<file path="src/rtl/rom_block_server.sv">
// rom_block_server: cache-refill responder that reads one 64-byte block from a
// 32-bit synchronous ROM as 16 word reads, assembles it and pulses blk_valid.
// Optional build macro: CRITICAL_WORD_FIRST_EN (wrapped issue order starting at
// the requested word, plus crit_valid / crit_word outputs).
module rom_block_server #(
  parameter int ADDR_W      = 32,
  parameter int WORD_W      = 32,
  parameter int BLOCK_WORDS = 16,
  parameter int MEM_LATENCY = 1
) (
  input  logic                          sys_clk,
  input  logic                          sys_rst,
  input  logic                          req_valid,
  input  logic [ADDR_W-1:0]             req_addr,
  output logic                          req_ready,
  output logic                          mem_rd,
  output logic [ADDR_W-1:0]             mem_addr,
  input  logic [WORD_W-1:0]             mem_data,
  output logic [BLOCK_WORDS*WORD_W-1:0] blk_data,
  output logic                          blk_valid,
  output logic                          busy
`ifdef CRITICAL_WORD_FIRST_EN
  ,
  output logic                          crit_valid,
  output logic [WORD_W-1:0]             crit_word
`endif
);

  typedef enum logic [1:0] {
    IDLE  = 2'd0,
    FETCH = 2'd1,
    DONE  = 2'd2
  } state_t;

  state_t                          state_r;
  state_t                          state_nx_s;
  logic                            ready_r;
  logic                            busy_r;
  logic                            blk_valid_r;
  logic                            ready_nx_s;
  logic                            busy_nx_s;
  logic                            blk_valid_nx_s;

  logic                            mem_rd_r;
  logic [ADDR_W-1:0]               mem_addr_r;
  logic [3:0]                      issue_cnt_r;
  logic [3:0]                      cap_cnt_r;
  logic [MEM_LATENCY-1:0]          pipe_v_r;
  logic [3:0]                      pipe_i_r [MEM_LATENCY];
  logic [BLOCK_WORDS*WORD_W-1:0]   blk_data_r;

  logic                            accept_s;
  logic                            cap_valid_s;
  logic [3:0]                      cap_idx_s;
  logic                            last_cap_s;
  logic [3:0]                      start_s;
  logic                            unused_s;

  // The low address bits only select the starting word (or nothing at all).
  assign unused_s    = ^req_addr[5:0];

`ifdef CRITICAL_WORD_FIRST_EN
  assign start_s     = req_addr[5:2];
`else
  assign start_s     = 4'd0;
`endif

  assign req_ready   = ready_r & ~sys_rst;
  assign accept_s    = req_valid & req_ready;
  assign cap_valid_s = pipe_v_r[MEM_LATENCY-1];
  assign cap_idx_s   = pipe_i_r[MEM_LATENCY-1];
  assign last_cap_s  = cap_valid_s && (cap_cnt_r == 4'd15);

  assign mem_rd      = mem_rd_r;
  assign mem_addr    = mem_addr_r;
  assign blk_data    = blk_data_r;
  assign blk_valid   = blk_valid_r;
  assign busy        = busy_r;

  // State register plus the registered status outputs that follow it.
  always_ff @(posedge sys_clk) begin
    if (sys_rst) begin
      state_r     <= IDLE;
      ready_r     <= 1'b1;
      busy_r      <= 1'b0;
      blk_valid_r <= 1'b0;
    end else begin
      state_r     <= state_nx_s;
      ready_r     <= ready_nx_s;
      busy_r      <= busy_nx_s;
      blk_valid_r <= blk_valid_nx_s;
    end
  end

  // Next-state: leave FETCH only once the 16th word has landed in blk_data.
  always_comb begin
    state_nx_s = state_r;
    case (state_r)
      IDLE: begin
        if (accept_s) state_nx_s = FETCH;
        else          state_nx_s = IDLE;
      end
      FETCH: begin
        if (last_cap_s) state_nx_s = DONE;
        else            state_nx_s = FETCH;
      end
      DONE:    state_nx_s = IDLE;
      default: state_nx_s = IDLE;
    endcase
  end

  // Output decode on the next state so the registered outputs line up with it.
  always_comb begin
    ready_nx_s     = 1'b0;
    busy_nx_s      = 1'b0;
    blk_valid_nx_s = 1'b0;
    case (state_nx_s)
      IDLE:    ready_nx_s = 1'b1;
      FETCH:   busy_nx_s  = 1'b1;
      DONE: begin
        busy_nx_s      = 1'b1;
        blk_valid_nx_s = 1'b1;
      end
      default: ready_nx_s = 1'b1;
    endcase
  end

  // Issue side: 16 word reads, index wraps inside the block so no carry into bit 6.
  always_ff @(posedge sys_clk) begin
    if (sys_rst) begin
      mem_rd_r    <= 1'b0;
      mem_addr_r  <= {ADDR_W{1'b0}};
      issue_cnt_r <= 4'd0;
    end else if (accept_s) begin
      mem_rd_r    <= 1'b1;
      mem_addr_r  <= {req_addr[ADDR_W-1:6], start_s, 2'b00};
      issue_cnt_r <= 4'd0;
    end else if (mem_rd_r) begin
      if (issue_cnt_r == 4'd15) begin
        mem_rd_r <= 1'b0;
      end else begin
        issue_cnt_r <= issue_cnt_r + 4'd1;
        mem_addr_r  <= {mem_addr_r[ADDR_W-1:6], mem_addr_r[5:2] + 4'd1, 2'b00};
      end
    end
  end

  // Capture side: delay (valid, word index) by the ROM latency, then place the word.
  always_ff @(posedge sys_clk) begin
    if (sys_rst) begin
      pipe_v_r   <= {MEM_LATENCY{1'b0}};
      for (int j = 0; j < MEM_LATENCY; j++) pipe_i_r[j] <= 4'd0;
      cap_cnt_r  <= 4'd0;
      blk_data_r <= {(BLOCK_WORDS*WORD_W){1'b0}};
    end else begin
      pipe_v_r[0] <= mem_rd_r;
      pipe_i_r[0] <= mem_addr_r[5:2];
      for (int j = 1; j < MEM_LATENCY; j++) begin
        pipe_v_r[j] <= pipe_v_r[j-1];
        pipe_i_r[j] <= pipe_i_r[j-1];
      end
      if (accept_s) begin
        cap_cnt_r <= 4'd0;
      end else if (cap_valid_s) begin
        cap_cnt_r <= cap_cnt_r + 4'd1;
      end
      if (cap_valid_s) begin
        blk_data_r[int'(cap_idx_s) * WORD_W +: WORD_W] <= mem_data;
      end
    end
  end

`ifdef CRITICAL_WORD_FIRST_EN
  logic              crit_valid_r;
  logic [WORD_W-1:0] crit_word_r;

  assign crit_valid = crit_valid_r;
  assign crit_word  = crit_word_r;

  // The first word captured in a fetch is always the requested (critical) word.
  always_ff @(posedge sys_clk) begin
    if (sys_rst) begin
      crit_valid_r <= 1'b0;
      crit_word_r  <= {WORD_W{1'b0}};
    end else begin
      crit_valid_r <= cap_valid_s && (cap_cnt_r == 4'd0);
      if (cap_valid_s && (cap_cnt_r == 4'd0)) begin
        crit_word_r <= mem_data;
      end
    end
  end
`endif

endmodule

</file>
<file path="config.mk">
export PLATFORM = sky130hd
export DESIGN_NAME = rom_block_server
export DESIGN_NICKNAME = d
export VERILOG_FILES = /design/src/rtl/rom_block_server.sv
export SDC_FILE = /design/constraint.sdc
export NUM_CORES = 1
export LEC_CHECK = 0
export ABC_AREA = 1
export BUFFER_PORTS_ARGS = -buffer_cell sky130_fd_sc_hd__buf_4
export CAP_MARGIN = 20
export CORE_AREA = 2 2 236 238
export DETAILED_ROUTE_END_ITERATION = 10
export DIE_AREA = 0 0 238 240
export PLACE_DENSITY = 0.66
export SYNTH_ARGS = -nofsm -noshare
export SYNTH_HDL_FRONTEND = slang
export SYNTH_SLANG_ARGS = --single-unit
</file>
<file path="constraint.sdc">
create_clock -name sys_clk -period 2.9 [get_ports sys_clk]
set_clock_uncertainty 0.05 [all_clocks]
set_input_delay 0.145 -clock sys_clk [delete_from_list [all_inputs] [get_ports sys_clk]]
set_output_delay 0.145 -clock sys_clk [all_outputs]
set_load 0.01 [all_outputs]
</file>
**Yosys cells after proc, flatten, opt, wreduce, memory -nomap -nowiden**

Memories as Yosys holds them, arrays and structs flattened.
Index checks and enable logic that the tools add are counted.

- Register bits: 557
- RAM bits: 4
- Memories: 1

Memory list:

| name | depth | width | rd ports | clocked after Yosys merged registers in | wr ports | line | RTL |
|---|---|---|---|---|---|---|---|
| pipe_i_r | 1 | 4 | 1 | 0 | 1 | 49 | `logic [3:0] pipe_i_r [MEM_LATENCY];` |

- Add/sub/neg operators: 4
- Eq/ne operators: 5
- Shift operators: 2
- Multiplexer cells: 18
- Bitwise operators: 4
- Reduce and logical (&&, ||, !) cells: 6

Operators with widths:

| operator | number |
|---|---|
| bitwise mux 512 bit | 1 |
| variable shift 32 x 33 -> 512 bit (first input constant) | 1 |
| variable part select 32 x 33 -> 512 bit | 1 |
| negation 9 -> 33 bit | 1 |
| two-way mux 32 bit | 1 |
| adder 4 x 1 -> 4 bit (second input constant) | 3 |
| two-way mux 6 bit | 2 |
| two-way mux 1 bit | 11 |
| equality test 4 bit (second input constant) | 2 |
| equality test 2 x 1 -> 1 bit (second input constant) | 2 |
| two-way mux 4 bit | 1 |
| case mux 2 bit (2 select lines) | 1 |
| OR reduction 2 bit | 2 |
| OR reduction 4 bit | 1 |
| AND 1 bit | 2 |
| equality test 2 bit (second input constant) | 1 |
| zero test 2 bit | 1 |
| two-way mux 2 bit | 1 |
| NOT 1 bit | 2 |
| AND reduction 2 bit | 1 |
| logical AND 1 bit | 1 |

**Depth between registers and ports, before layout**

- Depth in word-level cells: 8
- Mapped depth: 13
- Depth with buffers taken out: 10

**Worst setup path after synthesis**

OpenSTA, ideal clock, no wires.

- Path kind: reg-to-reg
- Start: memory pipe_i_r[0][0]
- End: register blk_data_r[119], in the netlist blk_data[119]
- Arrival: 2.430 ns
- Data required time: 2.734 ns
- Slack: 0.305 ns
- Cell stages (with the launch flop): 13
- Cells stage by stage: dfxtp_1 -> inv_1 -> clkbuf_1 -> buf_1 -> ha_1 -> buf_2 -> inv_2 -> nand4_1 -> nor2_2 -> nand2_1 -> clkbuf_1 -> o21ai_0 -> nor2_1

- Cells in the longest elaborated chain, start to end: 4

RTL lines:

| what | line | RTL |
|---|---|---|
| from (decl) | 49 |  |
| memory (1 x 4 bit) * | -- |  |
| negation 9 -> 33 bit * | 168 | `blk_data_r[int'(cap_idx_s) * WORD_W +: WORD_W] <= mem_data;` |
| variable part select 32 x 33 -> 512 bit or variable shift 32 x 33 -> 512 bit (tied branches) | 168 |  |
| bitwise mux 512 bit * | 168 |  |
| to (signal assigned) | 154 | `blk_data_r <= {(BLOCK_WORDS*WORD_W){1'b0}};` |
| to (signal, indexed assignment) | 168 |  |
| to (decl) | 50 | `logic [BLOCK_WORDS*WORD_W-1:0] blk_data_r;` |

Mark *: on every way between the ends. The rest lies on a longest branch, timed or not.
A chain may end at the register's enable or synchronous reset.

**Worst setup path in the final report**

- Start: memory pipe_i_r[0][0]
- End: register blk_data_r[112], in the netlist blk_data[112]

The elaborated chain is that of the path after synthesis.

==> flow_metrics.py <==
metrics = {
    "outcome": {
        "run_status": "finished clean",
    },
    "critical_path": {
        "end_kind": "flop",
        "crit_type": "reg -> reg",
        "r2r_slack_ns": 0.24,
        "worstSetupPathDepth": 9,
        "cpPeakStageDelay_ns": 0.42,
        "crit_fanout": 16,
        "worstReg2RegEnd": "blk_data[112]",
        "crit_buf_inv": 3,
        "crit_top_cell": "buf_4",
        "startpoint_type": "flop",
        "r2r_start": "pipe_i_r[0][0]",
        "path_cells": "buf_4 > nor3_1 > ha_1 > nand3_2 > inv_2 > nand2_1 > buf_4 > o21ai_0 > nor2_1",
        "crit_slowest_cell": "nand2_1",
        "cp.arrival_ns": 3.13,
        "critPathLaunch": "pipe_i_r[0][0]",
        "reg2regPathDepth": 9,
        "path_delay_family": "buffers and inverters",
        "required_ns": 3.38,
        "endpoint": "blk_data[112]",
    },
    "die": {
        "start_util_pct": 41.5,
        "die_w_microns": 238,
        "pin_count": 615,
        "std_cell_rows": 86,
        "die-area_sq_um": 57100,
        "chipHeight_microns": 240,
        "core_area_sq_um": 54700,
    },
    "final_layout": {
        "seqCellArea_sq_um": 11200,
        "antennaDiodeCount": 0,
        "final_util_pct": 56.0,
        "multi_input_area_sq_um": 9590,
        "final_area_sq_um": 30600,
        "area_growth_pct": 34.9,
        "stdcell_count": 4663,
        "drive_gt1_share_pct": 20.8,
        "fillers": 5338,
        "fin_nets": 3985,
    },
    "yosys": {
        "synth.area.top_cells": "dfxtp_1, nor2_1, nand2_1",
        "synthesis.instances": 3326,
        "yosysTopAreaCell": "dfxtp_1",
        "synth-compound-area-share_pct": 8.28,
        "synth_common_cells": "nor2_1, nand2_1, dfxtp_1",
        "ys_types": 33,
        "ys_ff_latch": 561,
        "synth_edf_count": 0,
        "yosysSeqAreaShare_pct": 49.5,
        "synthMostInstantiatedCell": "nor2_1",
        "synth_top_area_share_pct": 49.5,
        "synthSimpleGateAreaFrac_pct": 33.3,
        "synth.cell_area_sq_um": 22700,
        "synth.avg_cell_area_sq_um": 6.82,
        "synth_async_sr_flop_share_pct": 0,
        "synth_top_family_by_area": "simple AND/OR/NAND/NOR gates",
        "synth.area.mux_share_pct": 0.0496,
        "synth-main-ff-cell": "dfxtp_1",
        "synth_xor_area_share_pct": 0.0386,
        "ys_warn_count": 0,
        "yosys.area_share.adder_pct": 0.331,
    },
    "sta": {
        "max_slew_margin_pct": 43.6,
        "grt_setup_unrepaired": "no",
        "fin_tns_setup_ns": 0,
        "period_minus_slack_ns": 2.66,
        "finalHoldViolations": 0,
        "fmax_ghz": 0.377,
        "slew_viol_final": 0,
        "setup_violations": 0,
        "fin_crit_sh_pct": 91.6,
        "tightestPinTransition_ns": 0.840,
    },
    "routing": {
        "ant_nets": 0,
        "topRoutingLayerUsed": "met5",
        "route.detailed.drc": 0,
        "num_vias": 23100,
        "dr.first_iter.drc_count": 1518,
        "drt-met1-wl_microns": 36300,
        "wl_met3_microns": 8030,
        "vias_per_cell": 4.95,
        "drt_wl_total_microns": 89800,
        "wl_met2_microns": 41200,
        "drtPass1Iterations": 5,
        "wl_per_cell_microns": 19.3,
    },
    "placement": {
        "portBuffers": 606,
        "hpwl_microns": 63000,
        "gp_congestion": 0.862,
        "post-place-cells": 4495,
        "place_area_sq_um": 28000,
    },
    "clocking": {
        "htree_num_levels": 2,
        "cts_tree": "built",
        "cts_buffers": 59,
        "clk_pin_slew_ns": 0.06,
        "cts_sinks": 561,
        "clock_path_buffers": 3,
        "root_buffer": "clkbuf_16",
        "insertion_delay_ns": 0.62,
    },
    "global_route": {
        "overflow": 0,
        "antenna_found_initial": 1,
        "grt_pass1_wl_microns": 131000,
        "first_global_vias": 20900,
        "grt_max_degree": 91,
        "grt_util_all_layers_pct": 30.3,
    },
    "power": {
        "ir_drop_uv": 453,
        "leakagePower_nw": 15.3,
        "power_density_nw_per_um2": 550,
    },
    "run": {
        "cap_violations": 0,
    },
    "worst_hold_path": {
        "hold_path.class": "in -> reg",
    },
}
==> power breakdown <==
part	leakage, nW	total, mW	internal [mW]	switching, mW
Clock	0.970	7.71	4.48	3.23
Sequential	4.53	7.83	7.78	0.0470
Combinational	9.78	1.28	0.405	0.878
Total	15.3	16.8	12.7	4.16
==> flip-flops by register name (all words and copies together) (netlist names) <==
signal / count
ready_r: 1
blk_data: 512
cap_valid_s: 1
pipe_i_r: 4
cap_cnt_r: 4
state_r: 2
issue_cnt_r: 4
mem_addr: 30
busy: 1
mem_rd: 1
blk_valid: 1
==> kinds of logic (layout without fill, tap and decap cells) <==
kind of cell,Yosys count,in the layout
AND/OR/NAND/NOR,1910,1910
flip-flops,561,561
buffers and inverters,492,1124
AO/OA/AOI/OAI,354,354
adder cells (fa/ha/maj),6,6
other,1,2
XOR/XNOR,1,1
multiplexers,1,1
==> cells in the final DEF, fill, tap and decap left out, drive strengths merged <==
cell,instances
nand3,53
clkbuf,82
nor3,80
nand3b,1
a22o,26
o21ai,249
xor2,1
and3,1
buf,686
o211ai,1
ha,6
nand2,602
nand4,50
or2,1
mux2,1
clkinv,17
dfxtp,561
clkinvlp,3
a31oi,2
a21oi,76
conb,2
inv,271
nor2,1122
bufinv,5
dlygate4sd3,60
==> worst min path at each step <==
stage	slack (ns)	depth (start not counted)	start	to
2_1_floorplan	0.23	1	req_addr[10]	mem_addr[10]
3_3_place_gp	0.31	2	req_addr[6]	mem_addr[6]
3_5_place_dp	0.32	2	req_addr[8]	mem_addr[8]
4_1_cts	0.06	3	sys_rst	cap_valid_s
5_1_grt	0.07	3	sys_rst	cap_valid_s
6_report	0.07	3	sys_rst	cap_valid_s
==> final cells by class <==
| cell class | instances | share of cell area [%] |
|---|---|---|
| multi-input cells | 2274 | 31.3 |
| clock buffers | 82 | 5.50 |
| well taps | 704 | 2.88 |
| inverters | 270 | 3.34 |
| repair buffers | 746 | 19.4 |
| clock inverters | 26 | 0.895 |
| flip-flops and latches | 561 | 36.7 |
==> routing by layer <==
metal | vias to the layer above | GRT usage [%]
met5 | - | 0
met4 | 2 | 13.8
met3 | 185 | 7.68
met2 | 895 | 49.1
met1 | 10600 | 37.9
li1 | 11400 | -
==> tightest hold or removal path: cells and delay by family <==
family | cells | cell delay (ns)
buf+inv | 2 | 0.40
simple gates | 1 | 0.15
==> stage by stage <==
stage | setup slack, ns | hold slack [ns] | power (mW)
after CTS | 0.256 | 0.0602 | 16.9
after floorplan | 0.305 | 0.228 | 8.62
after global placement | 0.281 | 0.310 | 9.20
final | 0.244 | 0.0742 | 16.8
after global routing | 0.0473 | 0.0739 | 17.3
after detailed placement | 0.282 | 0.317 | 9.20
==> repair_timing <==
item                      in CTS  in global routing
hold endpoints to repair     120                  0
resized for setup              0                  0
setup buffers                  0                  0
hold buffers                  60                  0
Power figures use the tool's default switching activity.
